File: src/rtl/vend_dispense_sched_if.sv
// rtl/vend_dispense_sched_if.sv - vend/restock request and motor/stock status bundle
interface vend_dispense_sched_if #(
    parameter int STOCK_W = 6
);
    logic                   req_valid;
    logic [3:0]             req_mask;
    logic                   req_ready;
    logic                   rst_valid;
    logic [1:0]             rst_slot;
    logic [STOCK_W-1:0]     rst_qty;
    logic                   rst_ready;
    logic [3:0]             motor;
    logic                   busy;
    logic                   done;
    logic                   done_ok;
    logic [3:0]             done_mask;
    logic [4*STOCK_W-1:0]   stock;
    logic [3:0]             empty;

    modport master (
        output req_valid, req_mask, rst_valid, rst_slot, rst_qty,
        input  req_ready, rst_ready, motor, busy, done, done_ok, done_mask, stock, empty
    );

    modport slave (
        input  req_valid, req_mask, rst_valid, rst_slot, rst_qty,
        output req_ready, rst_ready, motor, busy, done, done_ok, done_mask, stock, empty
    );
endinterface

File: src/rtl/vend_dispense_sched.sv
// rtl/vend_dispense_sched.sv - shared dispense motor sequencer and stock owner (option: PARTIAL_VEND_EN)
module vend_dispense_sched #(
    parameter int STOCK_W    = 6,
    parameter int STOCK_INIT = 3,
    parameter int PULSE_CYC  = 8,
    parameter int GAP_CYC    = 4
) (
    input  logic                  clk,
    input  logic                  reset,
    vend_dispense_sched_if.slave  bus
);
    typedef enum logic [2:0] {S_IDLE, S_CHECK, S_PULSE, S_GAP, S_DONE} state_t;

    localparam logic [STOCK_W-1:0] STOCK_MAX = '1;
    localparam logic [STOCK_W-1:0] INIT_V    = STOCK_W'(STOCK_INIT);
    localparam logic [7:0]         PULSE_LD  = 8'(PULSE_CYC - 1);
    localparam logic [7:0]         GAP_LD    = 8'(GAP_CYC - 1);

    state_t             state_q, state_d;
    logic [3:0]         mask_q, mask_d;
    logic [1:0]         cur_q, cur_d;
    logic [7:0]         cnt_q, cnt_d;
    logic [3:0]         motor_q, motor_d;
    logic               busy_q, busy_d;
    logic               done_q, done_d;
    logic               done_ok_q, done_ok_d;
    logic [3:0]         done_mask_q, done_mask_d;
    logic               ok_q, ok_d;
    logic [STOCK_W-1:0] stock_q [4];
    logic [STOCK_W-1:0] stock_d [4];
    logic [3:0]         empty_w;
    logic [3:0]         sold;
    logic [3:0]         avail;
    logic [STOCK_W:0]   sum;

    function automatic logic [1:0] lowest(input logic [3:0] m);
        if (m[0]) return 2'd0;
        if (m[1]) return 2'd1;
        if (m[2]) return 2'd2;
        return 2'd3;
    endfunction

    // Decode per-slot empty flags and pack the stock bus
    always_comb begin
        for (int i = 0; i < 4; i++) begin
            empty_w[i] = (stock_q[i] == '0);
            bus.stock[i*STOCK_W +: STOCK_W] = stock_q[i];
        end
    end

    assign bus.req_ready = (state_q == S_IDLE);
    assign bus.rst_ready = (state_q == S_IDLE) && !bus.req_valid;
    assign bus.empty     = empty_w;
    assign bus.motor     = motor_q;
    assign bus.busy      = busy_q;
    assign bus.done      = done_q;
    assign bus.done_ok   = done_ok_q;
    assign bus.done_mask = done_mask_q;

    // Next-state, datapath and registered-output decode
    always_comb begin
        state_d     = state_q;
        mask_d      = mask_q;
        cur_d       = cur_q;
        cnt_d       = cnt_q;
        motor_d     = motor_q;
        done_d      = 1'b0;
        done_ok_d   = done_ok_q;
        done_mask_d = done_mask_q;
        ok_d        = ok_q;
        stock_d     = stock_q;
        sum         = '0;
        sold        = mask_q & empty_w;
        avail       = mask_q & ~empty_w;
        case (state_q)
            S_IDLE: begin
                if (bus.req_valid) begin
                    mask_d      = bus.req_mask;
                    done_mask_d = '0;
                    state_d     = S_CHECK;
                end else if (bus.rst_valid) begin
                    sum = {1'b0, stock_q[bus.rst_slot]} + {1'b0, bus.rst_qty};
                    stock_d[bus.rst_slot] = sum[STOCK_W] ? STOCK_MAX : sum[STOCK_W-1:0];
                end
            end
            S_CHECK: begin
`ifdef PARTIAL_VEND_EN
                ok_d   = (sold == 4'b0);
                mask_d = avail;
                if (avail == 4'b0) begin
                    state_d   = S_DONE;
                    done_d    = 1'b1;
                    done_ok_d = (sold == 4'b0);
                end else begin
                    cur_d   = lowest(avail);
                    motor_d = 4'b0001 << lowest(avail);
                    cnt_d   = PULSE_LD;
                    state_d = S_PULSE;
                end
`else
                ok_d = 1'b1;
                if (sold != 4'b0) begin
                    state_d     = S_DONE;
                    done_d      = 1'b1;
                    done_ok_d   = 1'b0;
                    done_mask_d = '0;
                end else if (mask_q == 4'b0) begin
                    state_d   = S_DONE;
                    done_d    = 1'b1;
                    done_ok_d = 1'b1;
                end else begin
                    cur_d   = lowest(mask_q);
                    motor_d = 4'b0001 << lowest(mask_q);
                    cnt_d   = PULSE_LD;
                    state_d = S_PULSE;
                end
`endif
            end
            S_PULSE: begin
                if (cnt_q == 8'd0) begin
                    if (stock_q[cur_q] != '0) begin
                        stock_d[cur_q] = stock_q[cur_q] - 1'b1;
                    end
                    done_mask_d[cur_q] = 1'b1;
                    mask_d[cur_q]      = 1'b0;
                    motor_d            = 4'b0;
                    cnt_d              = GAP_LD;
                    state_d            = S_GAP;
                end else begin
                    cnt_d = cnt_q - 8'd1;
                end
            end
            S_GAP: begin
                if (cnt_q == 8'd0) begin
                    if (mask_q != 4'b0) begin
                        cur_d   = lowest(mask_q);
                        motor_d = 4'b0001 << lowest(mask_q);
                        cnt_d   = PULSE_LD;
                        state_d = S_PULSE;
                    end else begin
                        state_d   = S_DONE;
                        done_d    = 1'b1;
                        done_ok_d = ok_q;
                    end
                end else begin
                    cnt_d = cnt_q - 8'd1;
                end
            end
            S_DONE: begin
                state_d     = S_IDLE;
                done_ok_d   = 1'b0;
                done_mask_d = '0;
            end
            default: state_d = S_IDLE;
        endcase
        busy_d = (state_d != S_IDLE);
    end

    // State and output registers; reset abandons any drink in progress
    always_ff @(posedge clk or negedge reset) begin
        if (!reset) begin
            state_q     <= S_IDLE;
            mask_q      <= '0;
            cur_q       <= '0;
            cnt_q       <= '0;
            motor_q     <= '0;
            busy_q      <= 1'b0;
            done_q      <= 1'b0;
            done_ok_q   <= 1'b0;
            done_mask_q <= '0;
            ok_q        <= 1'b0;
            for (int i = 0; i < 4; i++) stock_q[i] <= INIT_V;
        end else begin
            state_q     <= state_d;
            mask_q      <= mask_d;
            cur_q       <= cur_d;
            cnt_q       <= cnt_d;
            motor_q     <= motor_d;
            busy_q      <= busy_d;
            done_q      <= done_d;
            done_ok_q   <= done_ok_d;
            done_mask_q <= done_mask_d;
            ok_q        <= ok_d;
            stock_q     <= stock_d;
        end
    end
endmodule

File: src/flat_wrapper.sv
// flat-port wrapper written by rule: the top's interface ports become plain ports
module vend_dispense_sched_flat 
#(
    parameter int STOCK_W    = 6,
    parameter int STOCK_INIT = 3,
    parameter int PULSE_CYC  = 8,
    parameter int GAP_CYC    = 4
)
  (clk, reset, bus_req_valid, bus_req_mask, bus_rst_valid, bus_rst_slot, bus_rst_qty, bus_req_ready, bus_rst_ready, bus_motor, bus_busy, bus_done, bus_done_ok, bus_done_mask, bus_stock, bus_empty);
  vend_dispense_sched_if #(.STOCK_W(STOCK_W)) bus_i ();
  input  logic clk;
  input  logic reset;
  input wire logic [$bits(bus_i.req_valid)-1:0] bus_req_valid;
  input wire logic [$bits(bus_i.req_mask)-1:0] bus_req_mask;
  input wire logic [$bits(bus_i.rst_valid)-1:0] bus_rst_valid;
  input wire logic [$bits(bus_i.rst_slot)-1:0] bus_rst_slot;
  input wire logic [$bits(bus_i.rst_qty)-1:0] bus_rst_qty;
  output wire logic [$bits(bus_i.req_ready)-1:0] bus_req_ready;
  output wire logic [$bits(bus_i.rst_ready)-1:0] bus_rst_ready;
  output wire logic [$bits(bus_i.motor)-1:0] bus_motor;
  output wire logic [$bits(bus_i.busy)-1:0] bus_busy;
  output wire logic [$bits(bus_i.done)-1:0] bus_done;
  output wire logic [$bits(bus_i.done_ok)-1:0] bus_done_ok;
  output wire logic [$bits(bus_i.done_mask)-1:0] bus_done_mask;
  output wire logic [$bits(bus_i.stock)-1:0] bus_stock;
  output wire logic [$bits(bus_i.empty)-1:0] bus_empty;
  assign bus_i.req_valid = bus_req_valid;
  assign bus_i.req_mask = bus_req_mask;
  assign bus_i.rst_valid = bus_rst_valid;
  assign bus_i.rst_slot = bus_rst_slot;
  assign bus_i.rst_qty = bus_rst_qty;
  assign bus_req_ready = bus_i.req_ready;
  assign bus_rst_ready = bus_i.rst_ready;
  assign bus_motor = bus_i.motor;
  assign bus_busy = bus_i.busy;
  assign bus_done = bus_i.done;
  assign bus_done_ok = bus_i.done_ok;
  assign bus_done_mask = bus_i.done_mask;
  assign bus_stock = bus_i.stock;
  assign bus_empty = bus_i.empty;
  vend_dispense_sched #(.STOCK_W(STOCK_W), .STOCK_INIT(STOCK_INIT), .PULSE_CYC(PULSE_CYC), .GAP_CYC(GAP_CYC)) u_core (.clk(clk), .reset(reset), .bus(bus_i));
endmodule
File: config.mk
export PLATFORM = sky130hd
export DESIGN_NAME = vend_dispense_sched_flat
export DESIGN_NICKNAME = d
export VERILOG_FILES = /design/src/rtl/vend_dispense_sched_if.sv /design/src/rtl/vend_dispense_sched.sv /design/src/flat_wrapper.sv
export SDC_FILE = /design/constraint.sdc
export NUM_CORES = 1
export LEC_CHECK = 0
export BUFFER_PORTS_ARGS = -buffer_cell sky130_fd_sc_hd__buf_2
export CAP_MARGIN = 20
export CORE_MARGIN = 3
export CORE_UTILIZATION = 50
export DETAILED_ROUTE_END_ITERATION = 8
export MAX_ROUTING_LAYER = met4
export PLACE_DENSITY = 0.72
export SETUP_SLACK_MARGIN = 0.15
export SYNTH_ARGS = -nofsm -noshare
export SYNTH_HDL_FRONTEND = slang
export SYNTH_SLANG_ARGS = --single-unit
File: constraint.sdc
create_clock -name clk -period 3.45 [get_ports clk]
set_input_delay 0 -clock clk [delete_from_list [all_inputs] [get_ports clk]]
set_output_delay 0 -clock clk [all_outputs]
set_load 0.1 [all_outputs]
Word level (Yosys, flattened, before mapping)

Index checks and enable logic that the tools add are counted.

Output and inout port bits: 41
Flip-flop bits (word level): 53

Equality and inequality tests: 17
Reductions and logical operators: 28
Mux-type cells: 99
Magnitude comparators: 6
Shift-type cells: 2
Bitwise gates (word level): 6
Add/sub/neg operators: 3

Operators by type and width:

| operator                                               | count |
|---|---|
| 2-to-1 mux 24 bit                                      | 4 |
| bitwise mux 24 bit                                     | 2 |
| one-hot mux 24 bit (2 select lines)                    | 1 |
| 2-to-1 mux 6 bit                                       | 7 |
| 2-to-1 mux 4 bit                                       | 10 |
| 2-to-1 mux 8 bit                                       | 5 |
| 2-to-1 mux 1 bit                                       | 36 |
| 2-to-1 mux 2 bit                                       | 15 |
| binary-select mux 6 bit (select 2 bit)                 | 2 |
| demux 6 bit (select 2 bit)                             | 2 |
| zero test 6 bit                                        | 4 |
| one-hot mux 8 bit (3 select lines)                     | 1 |
| 2-to-1 mux 3 bit                                       | 6 |
| one-hot mux 4 bit (4 select lines)                     | 1 |
| inequality test 2 bit (second input constant)          | 6 |
| one-hot mux 3 bit (4 select lines)                     | 1 |
| one-hot mux 4 bit (3 select lines)                     | 1 |
| AND reduction 4 bit                                    | 3 |
| nonzero test 4 bit                                     | 3 |
| inequality test 2 x 1 -> 1 bit (second input constant) | 5 |
| AND reduction 5 bit                                    | 2 |
| nonzero test 3 bit                                     | 3 |
| AND 4 bit                                              | 2 |
| zero test 8 bit                                        | 1 |
| other kinds (29)                                       | 38 |

Depth between registers and ports, before layout

Gate-level depths: netlist of the first run.

Depth after elaboration: 24
Depth in mapped cells: 10
Depth with buffers taken out: 9

Worst setup path after synthesis of the first run

Ideal clock, no wire load.

Kind: flip-flop to flip-flop
Start point: register u_core.stock_q, in the netlist u_core.bus.stock[20]
End point: register u_core.motor_q[1], in the netlist u_core.bus.motor[1]
Clock period less this slack: 4.864 ns
Library setup time: 0.126 ns
Stages on the path, launching flop included: 7
Buffers on the path: 0
Required time: 3.324 ns
Arrival time: 4.738 ns
Path slack: -1.414 ns
Cells stage by stage: dfrtp_1 or4_1 nor3_1 a2111o_1 nor2_1 o21ai_1 mux2_2

Word-level cells in the longest chain between the ends: 5

RTL lines:

| element                         | RTL line                   | source |
|---|---|---|
| start, declared                 | vend_dispense_sched.sv:29  | `logic [STOCK_W-1:0] stock_q [4];` |
| start signal, assigned          | vend_dispense_sched.sv:184 | `stock_q <= stock_d;` |
| zero test 6 bit                 | vend_dispense_sched.sv:46  | `empty_w[i] = (stock_q[i] == '0);` |
| net bus_empty[3]                | flat_wrapper.sv:26         | `output wire logic [$bits(bus_i.empty)-1:0] bus_empty;` |
| AND 4 bit                       | vend_dispense_sched.sv:73  | `sold = mask_q & empty_w;` |
| nonzero test 4 bit              | vend_dispense_sched.sv:102 | `if (sold != 4'b0) begin` |
| inequality test 2 bit (no line) | -                          |  |
| AND reduction 6 bit (no line)   | -                          |  |
| end signal, assigned            | vend_dispense_sched.sv:178 | `motor_q <= motor_d;` |
| end, declared                   | vend_dispense_sched.sv:23  | `logic [3:0] motor_q, motor_d;` |

The timed path passes the listed nets, and every way through them passes these cells.
A chain may end at the register's enable or synchronous reset.

Worst setup path after layout of the first run

Start point: register u_core.stock_q, in the netlist u_core.bus.stock[20]
End point: register u_core.stock_q, in the netlist u_core.bus.stock[11]

Word-level cells in the longest chain between the ends: 9
Elaborated cells between the ends (all ways): 19
Classes of those cells: 2 x add/sub; 1 x eq/ne; 14 x mux; 2 x reduce/logical

RTL lines:

| element                                             | RTL line                  | source |
|---|---|---|
| binary-select mux 6 bit (select 2 bit)              | vend_dispense_sched.sv:82 | `sum = {1'b0, stock_q[bus.rst_slot]} + {1'b0, bus.rst_qty};` |
| 2-to-1 mux 6 bit (not written as such) (2 in a row) | vend_dispense_sched.sv:82 |  |
| adder 6 x 6 -> 7 bit                                | vend_dispense_sched.sv:82 |  |
| 2-to-1 mux 6 bit                                    | vend_dispense_sched.sv:83 | `stock_d[bus.rst_slot] = sum[STOCK_W] ? STOCK_MAX : sum[STOCK_W-1:0];` |
| bitwise mux 24 bit                                  | vend_dispense_sched.sv:83 |  |
| 2-to-1 mux 24 bit                                   | vend_dispense_sched.sv:81 | `end else if (bus.rst_valid) begin` |
| 2-to-1 mux 24 bit                                   | vend_dispense_sched.sv:77 | `if (bus.req_valid) begin` |
| one-hot mux 24 bit (2 select lines)                 | vend_dispense_sched.sv:75 | `case (state_q)` |

Several ways; a longest one is shown, not always the timed one. The select of a mux whose other input is x is not followed.

==> qor.yml, run 1 <==
run_status:
  status: "completed"
worst_setup_path:
  cp-start-kind: "flip-flop"
  cp_cell_sequence: "mux4_2, ha_1, a21oi_1, a21boi_0, and4_1, o31ai_1, a2bb2oi_1, a21oi_1"
  path_max_fanout: 5
  slowest_stage: "o31ai_1"
  cp-end-kind: "flip-flop"
  cp.arrival_ps: 3280
  cp_common_cell: "a21oi_1"
  crit_required_ps: 3690
  max_stage_delay_ps: 660
  critPathKind: "flip-flop to flip-flop"
clock_network:
  cts_tree: "done"
  clk-insertion-delay-late_ps: 320
  clock_sinks: 53
  numCtsBuffers: 5
  clk_path_buf_depth: 2
  ctsResizeCount: 0
  cts-root-buf: "clkbuf_8"
  ctsHoldBuffers: 5
  cts_setup_buffers: 0
  path_clk_slew_ps: 100
  h-tree-depth: 2
drt:
  drcViolationCount: 0
  wl_per_cell_um: 19.4
  first_pass_iters: 7
  viasPerCell: 6.34
  vias: 3082
  wl_um: 9450
  ant_nets: 0
  first_iter_violations: 358
grt:
  antenna_found_initial: 0
  grt_pass1_vias: 3051
  grt_pass1_wl_um: 15200
  grt_use_total: 0.264
  grt_overflow_total: 0
  grt_max_degree: 29
yosys:
  synth_flop_cell: "dfrtp_1"
  synth.distinct_cells: 56
  synthCells: 344
  yosysWarnings: 0
  synth-seq-area-share: 0.397
  synth-seq-cells: 53
  synth_area_um2: 3370
  yosysTopAreaCell: "dfrtp_1"
  syn_avg_cell_area_um2: 9.80
  synthTopCellsByCount: "dfrtp_1, nor2_1, nand2_1"
  yosysMostFrequentCell: "dfrtp_1"
  yosys.area.top_type_share: 0.334
  ys_top_cells_by_area: "dfrtp_1, mux4_2, dfstp_2"
  async_flop_share: 1.00
  synth_fp_nets: 371
  synth_edf_count: 0
finish:
  fin_nets: 435
  finalNonFillerCells: 486
  insertedDiodeCount: 0
  area_delta_synth_final_pct: 17.3
  drive_gt1_frac: 0.279
  fillCellCount: 557
timing:
  finalCritPeriodShare: 0.881
  max_slew.worst_pin.slew_ps: 999
  relSlewSlack: 0.334
  finalSetupViolations: 0
  hold_viol: 0
  setup_ws_ps: 411
  holdWs_ps: 88.3
  rsz0062_at_grt: "no"
  clock_skew_ps: 14.0
  period_needed_ps: 3040
  fmax_mhz: 329
  slew_viol_final: 0
die:
  num_rows: 29
  start_util: 0.525
  die_y_um: 88.1
  io_pins: 57
  core_area_um2: 6420
  die_area_um2: 7760
  die_w_um: 88.1
flow_run:
  cap_viol_max_count: 0
min_path:
  hp-class: "input pin to flip-flop"
placement:
  place_congestion: 0.957
  post-place-cells: 473
  io_buffers: 56
  post-place-ws_ps: 519
  dpl.hpwl_um: 6930
state kept, by name (all words and copies together), names as in the netlist:
| register | count |
|---|---|
| u_core.bus.stock | 24 |
| u_core.cnt_q | 8 |
| u_core.bus.done_mask | 4 |
| u_core.bus.motor | 4 |
| u_core.mask_q | 4 |
| u_core.state_q | 3 |
| u_core.cur_q | 2 |
| u_core.bus.busy | 1 |
| u_core.bus.done | 1 |
| u_core.bus.done_ok | 1 |
| u_core.ok_q | 1 |
logic make-up after synthesis:
kind of cell / Yosys count / synth area share
buffers and inverters: 28 / 0.0334
muxes: 18 / 0.0999
AOI/OAI and AO/OA: 108 / 0.230
xor gates and xnor gates: 8 / 0.0208
and+or+nand+nor: 118 / 0.176
adders and majority gates: 11 / 0.0431
DFF: 53 / 0.397
cells in the final DEF, fill, tap and decap left out, types with 6 or more instances in the layout:
cell type,Yosys,layout
a2bb2oi_1,8,8
dfrtp_1,45,41
dfstp_2,8,8
nor2_1,35,35
nand3_1,6,6
o221ai_1,16,16
nand2_1,28,28
nor3_1,10,9
buf_4,0,12
a21oi_1,23,23
o21a_1,18,18
mux4_2,12,12
buf_2,6,56
inv_1,12,12
ha_1,10,10
nor4_1,7,7
o21ai_0,16,16
stage by stage:
| step | area (µm²) | setup TNS, ps | utilization |
|---|---|---|---|
| detailed placement | 3790 | 0 | 0.590 |
| finish | 3950 | 0 | 0.615 |
| global placement | 3790 | 0 | 0.590 |
| floorplan | 3390 | -450 | - |
| global route | 3950 | 0 | 0.615 |
| CTS | 3950 | 0 | 0.615 |
routing by layer:
metal	vias up	GRT usage	routed length (µm)
li1	1420	-	-
met1	1479	0.346	3880
met2	161	0.418	4580
met3	22	0.0442	732
met4	0	0.0865	257
met5	-	-	0
layout make-up:
| class | instances | area (µm²) | area share |
|---|---|---|---|
| sequential | 53 | 1340 | 0.340 |
| tap | 77 | 96.3 | 0.0244 |
| timing repair buffer | 73 | 420 | 0.106 |
| multi-input combinational | 263 | 1930 | 0.489 |
| clock inverter | 3 | 46.3 | 0.0117 |
| clock buffer | 5 | 68.8 | 0.0174 |
| inverter | 12 | 45.0 | 0.0114 |
path summary, 6_finish.rpt:
path                                      startpoint              endpoint  slack (ps)  cells past startpoint
worst max register to register  u_core.bus.stock[20]  u_core.bus.stock[11]         410                      8
worst min-delay path                   bus_req_valid     u_core.state_q[0]          90                      3
max in group asynchronous                      reset   u_core.bus.stock[1]        2400                      3
worst max-delay path            u_core.bus.stock[20]  u_core.bus.stock[11]         410                      8
worst min register to register           u_core.ok_q           u_core.ok_q         460                      2
min in group asynchronous                      reset   u_core.bus.stock[4]         210                      2
critical path: cells and delay by family (launching register included):
kind	cells	cell delay, ps
compound gates	5	1400
fa+ha+maj	1	340
flops	1	510
mux	1	480
simple gates	1	230
Power of run 1 is left out: the tool's default activity adds up to more than one toggle a clock period on the data nets, which glitch-free logic cannot reach.
==> inputs of run 2 (changes only) <==
- CELL_PAD_IN_SITES_DETAIL_PLACEMENT: not set -> 0
- CELL_PAD_IN_SITES_GLOBAL_PLACEMENT: not set -> 1
- CORE_UTILIZATION: 50 -> 44
- PLACE_DENSITY: 0.72 -> 0.81
==> qor.yml, run 2 (same netlist as run 1, synthesis figures left out) <==
run_status:
  status: "completed"
drt:
  first_pass_iters: 4  # -3
  routed.top_layer: "met4"
  viasPerCell: 5.99  # -5.6%
  met1_length_um: 4240  # +9.2%
  wl_um: 9490  # +0.43%
  drcViolationCount: 0  # unchanged
  wl_met3_um: 673  # -8.1%
  ant_nets: 0  # unchanged
  first_iter_violations: 269  # -25%
  wl_per_cell_um: 18.8  # -3.5%
  wl_met2_um: 4330  # -5.5%
  vias: 3030  # -1.7%
clock_network:
  clk_path_buf_depth: 2  # unchanged
  numCtsBuffers: 5  # unchanged
  cts_tree: "done"
  clk-insertion-delay-late_ps: 320  # about the same
  path_clk_slew_ps: 110  # about the same
  h-tree-depth: 2  # unchanged
  cts-root-buf: "clkbuf_8"
  clock_sinks: 53  # unchanged
die:
  start_util: 0.460  # -0.0650
  num_rows: 31  # +6.9%
  io_pins: 57  # unchanged
  die_area_um2: 8740  # +13%
  die_w_um: 93.5  # +6.2%
  die_y_um: 93.5  # +6.2%
  core_area_um2: 7330  # +14%
worst_setup_path:
  critPathKind: "flip-flop to flip-flop"
  cp.arrival_ps: 3220  # -60 ps
  r2r_start: "u_core.cur_q[0]"
  cp-startpoint: "u_core.cur_q[0]"
  slowest_stage: "a21oi_1"
  max_stage_delay_ps: 770  # +110 ps
  crit_family: "compound AO/OA/AOI/OAI gates"
  crit_required_ps: 3660  # -30 ps
  cp-end-kind: "flip-flop"
  cp_num_buf_inv: 1  # +1
  cp_cell_sequence: "mux4_2, inv_1, ha_1, nand2_1, o311ai_2, a21oi_1, o221ai_1, o21a_1"
  r2r_cells: 8  # unchanged
  cp-start-kind: "flip-flop"
  critPathCapture: "u_core.bus.stock[16]"
  ff2ff_setup_slack_ps: 430  # +20 ps
  worst_r2r_endpoint: "u_core.bus.stock[16]"
  path_max_fanout: 12  # +7
  crit_cells: 8  # unchanged
placement:
  io_buffers: 56  # unchanged
  place_congestion: 0.949  # -0.86%
  dpl.hpwl_um: 7220  # +4.1%
grt:
  grt_max_degree: 29  # unchanged
  grt_use_total: 0.235  # -0.0286
  grt_pass1_vias: 2943  # -3.5%
  grt_overflow_total: 0  # unchanged
  grt_pass1_wl_um: 15600  # +2.2%
  antenna_found_initial: 0  # unchanged
min_path:
  worst_hold_startpoint: "bus_req_valid"
  hp-class: "input pin to flip-flop"
  hold_depth: 3  # unchanged
finish:
  fillCellCount: 689  # +24%
  final_cell_mix: "buf_2, dfrtp_1, nor2_1"
  multi_input_area_um2: 1940  # +0.19%
  final_common_cell: "buf_2"
  area_delta_synth_final_pct: 17.2  # about the same
  largest_reg_flops: 24  # unchanged
  drive_gt1_frac: 0.278  # -0.00109
  insertedDiodeCount: 0  # unchanged
  fin_nets: 433  # -0.46%
  ff_latch_area_um2: 1340  # unchanged
timing:
  slew_viol_final: 0  # unchanged
  clock_skew_ps: 12.4  # -1.60 ps
  finalSetupViolations: 0  # unchanged
  tns_ps: 0  # unchanged
  relSlewSlack: 0.365  # +0.0312
  max_slew.worst_pin.slew_ps: 953  # -46.9 ps
  rsz0062_at_grt: "yes"
  fmax_mhz: 332  # +0.78%
  finalCritPeriodShare: 0.874  # -0.00682
  period_needed_ps: 3020  # -23.5 ps
  hold_viol: 0  # unchanged
flow_run:
  cap_viol_max_count: 0  # unchanged
==> run 2: how the worst min path moves through the flow <==
stage                                     end  slack (ps)
final                       u_core.state_q[0]          70
after global placement    u_core.bus.stock[4]          50
after detailed placement  u_core.bus.stock[5]          50
after global routing        u_core.state_q[0]          90
after CTS                   u_core.state_q[0]          60
after floorplan               u_core.bus.busy        -300
==> run 2: layout make-up <==
cell class              instances  area share
clock buffers                   5      0.0174
clock inverters                 3     0.00665
inverters                      12      0.0114
multi-input cells             263       0.490
flip-flops and latches         53       0.340
well taps                      99      0.0314
repair buffers                 71       0.103
==> run 2: routing by layer <==
metal	track usage	vias up
li1	-	1422
met5	-	-
met3	0.0378	19
met2	0.354	111
met4	0.0830	0
met1	0.323	1478
==> run 2: worst reg2reg max path, delay by kind of cell, from the launching register on <==
family	cells	cell delay, ps
flops	1	750
simple gates	1	70
mux	1	420
buf+inv	1	90
compound gates	4	1370
fa+ha+maj	1	210
==> run 2: per-stage QoR <==
stage | instance area, µm² | setup slack [ps] | std cells | utilization | hold slack (ps)
finish | 3950 | 434 | 506 | 0.539 | 68.0
global route | 3950 | 149 | 506 | 0.539 | 88.0
CTS | 3950 | 362 | 506 | 0.538 | 62.6
detailed placement | 3800 | 402 | 493 | 0.518 | 52.3
global placement | 3800 | 445 | 493 | 0.518 | 50.4
floorplan | 3390 | -176 | 344 | - | -296
==> run 2: timing repair <==
item / in CTS / in global routing
hold endpoints to repair: 27 / 0
hold buffers: 5 / 0
gates resized for setup: 0 / 1
buffers inserted: 0 / 0
setup endpoints to repair: 0 / 1
Power of run 2 is left out for the same reason.
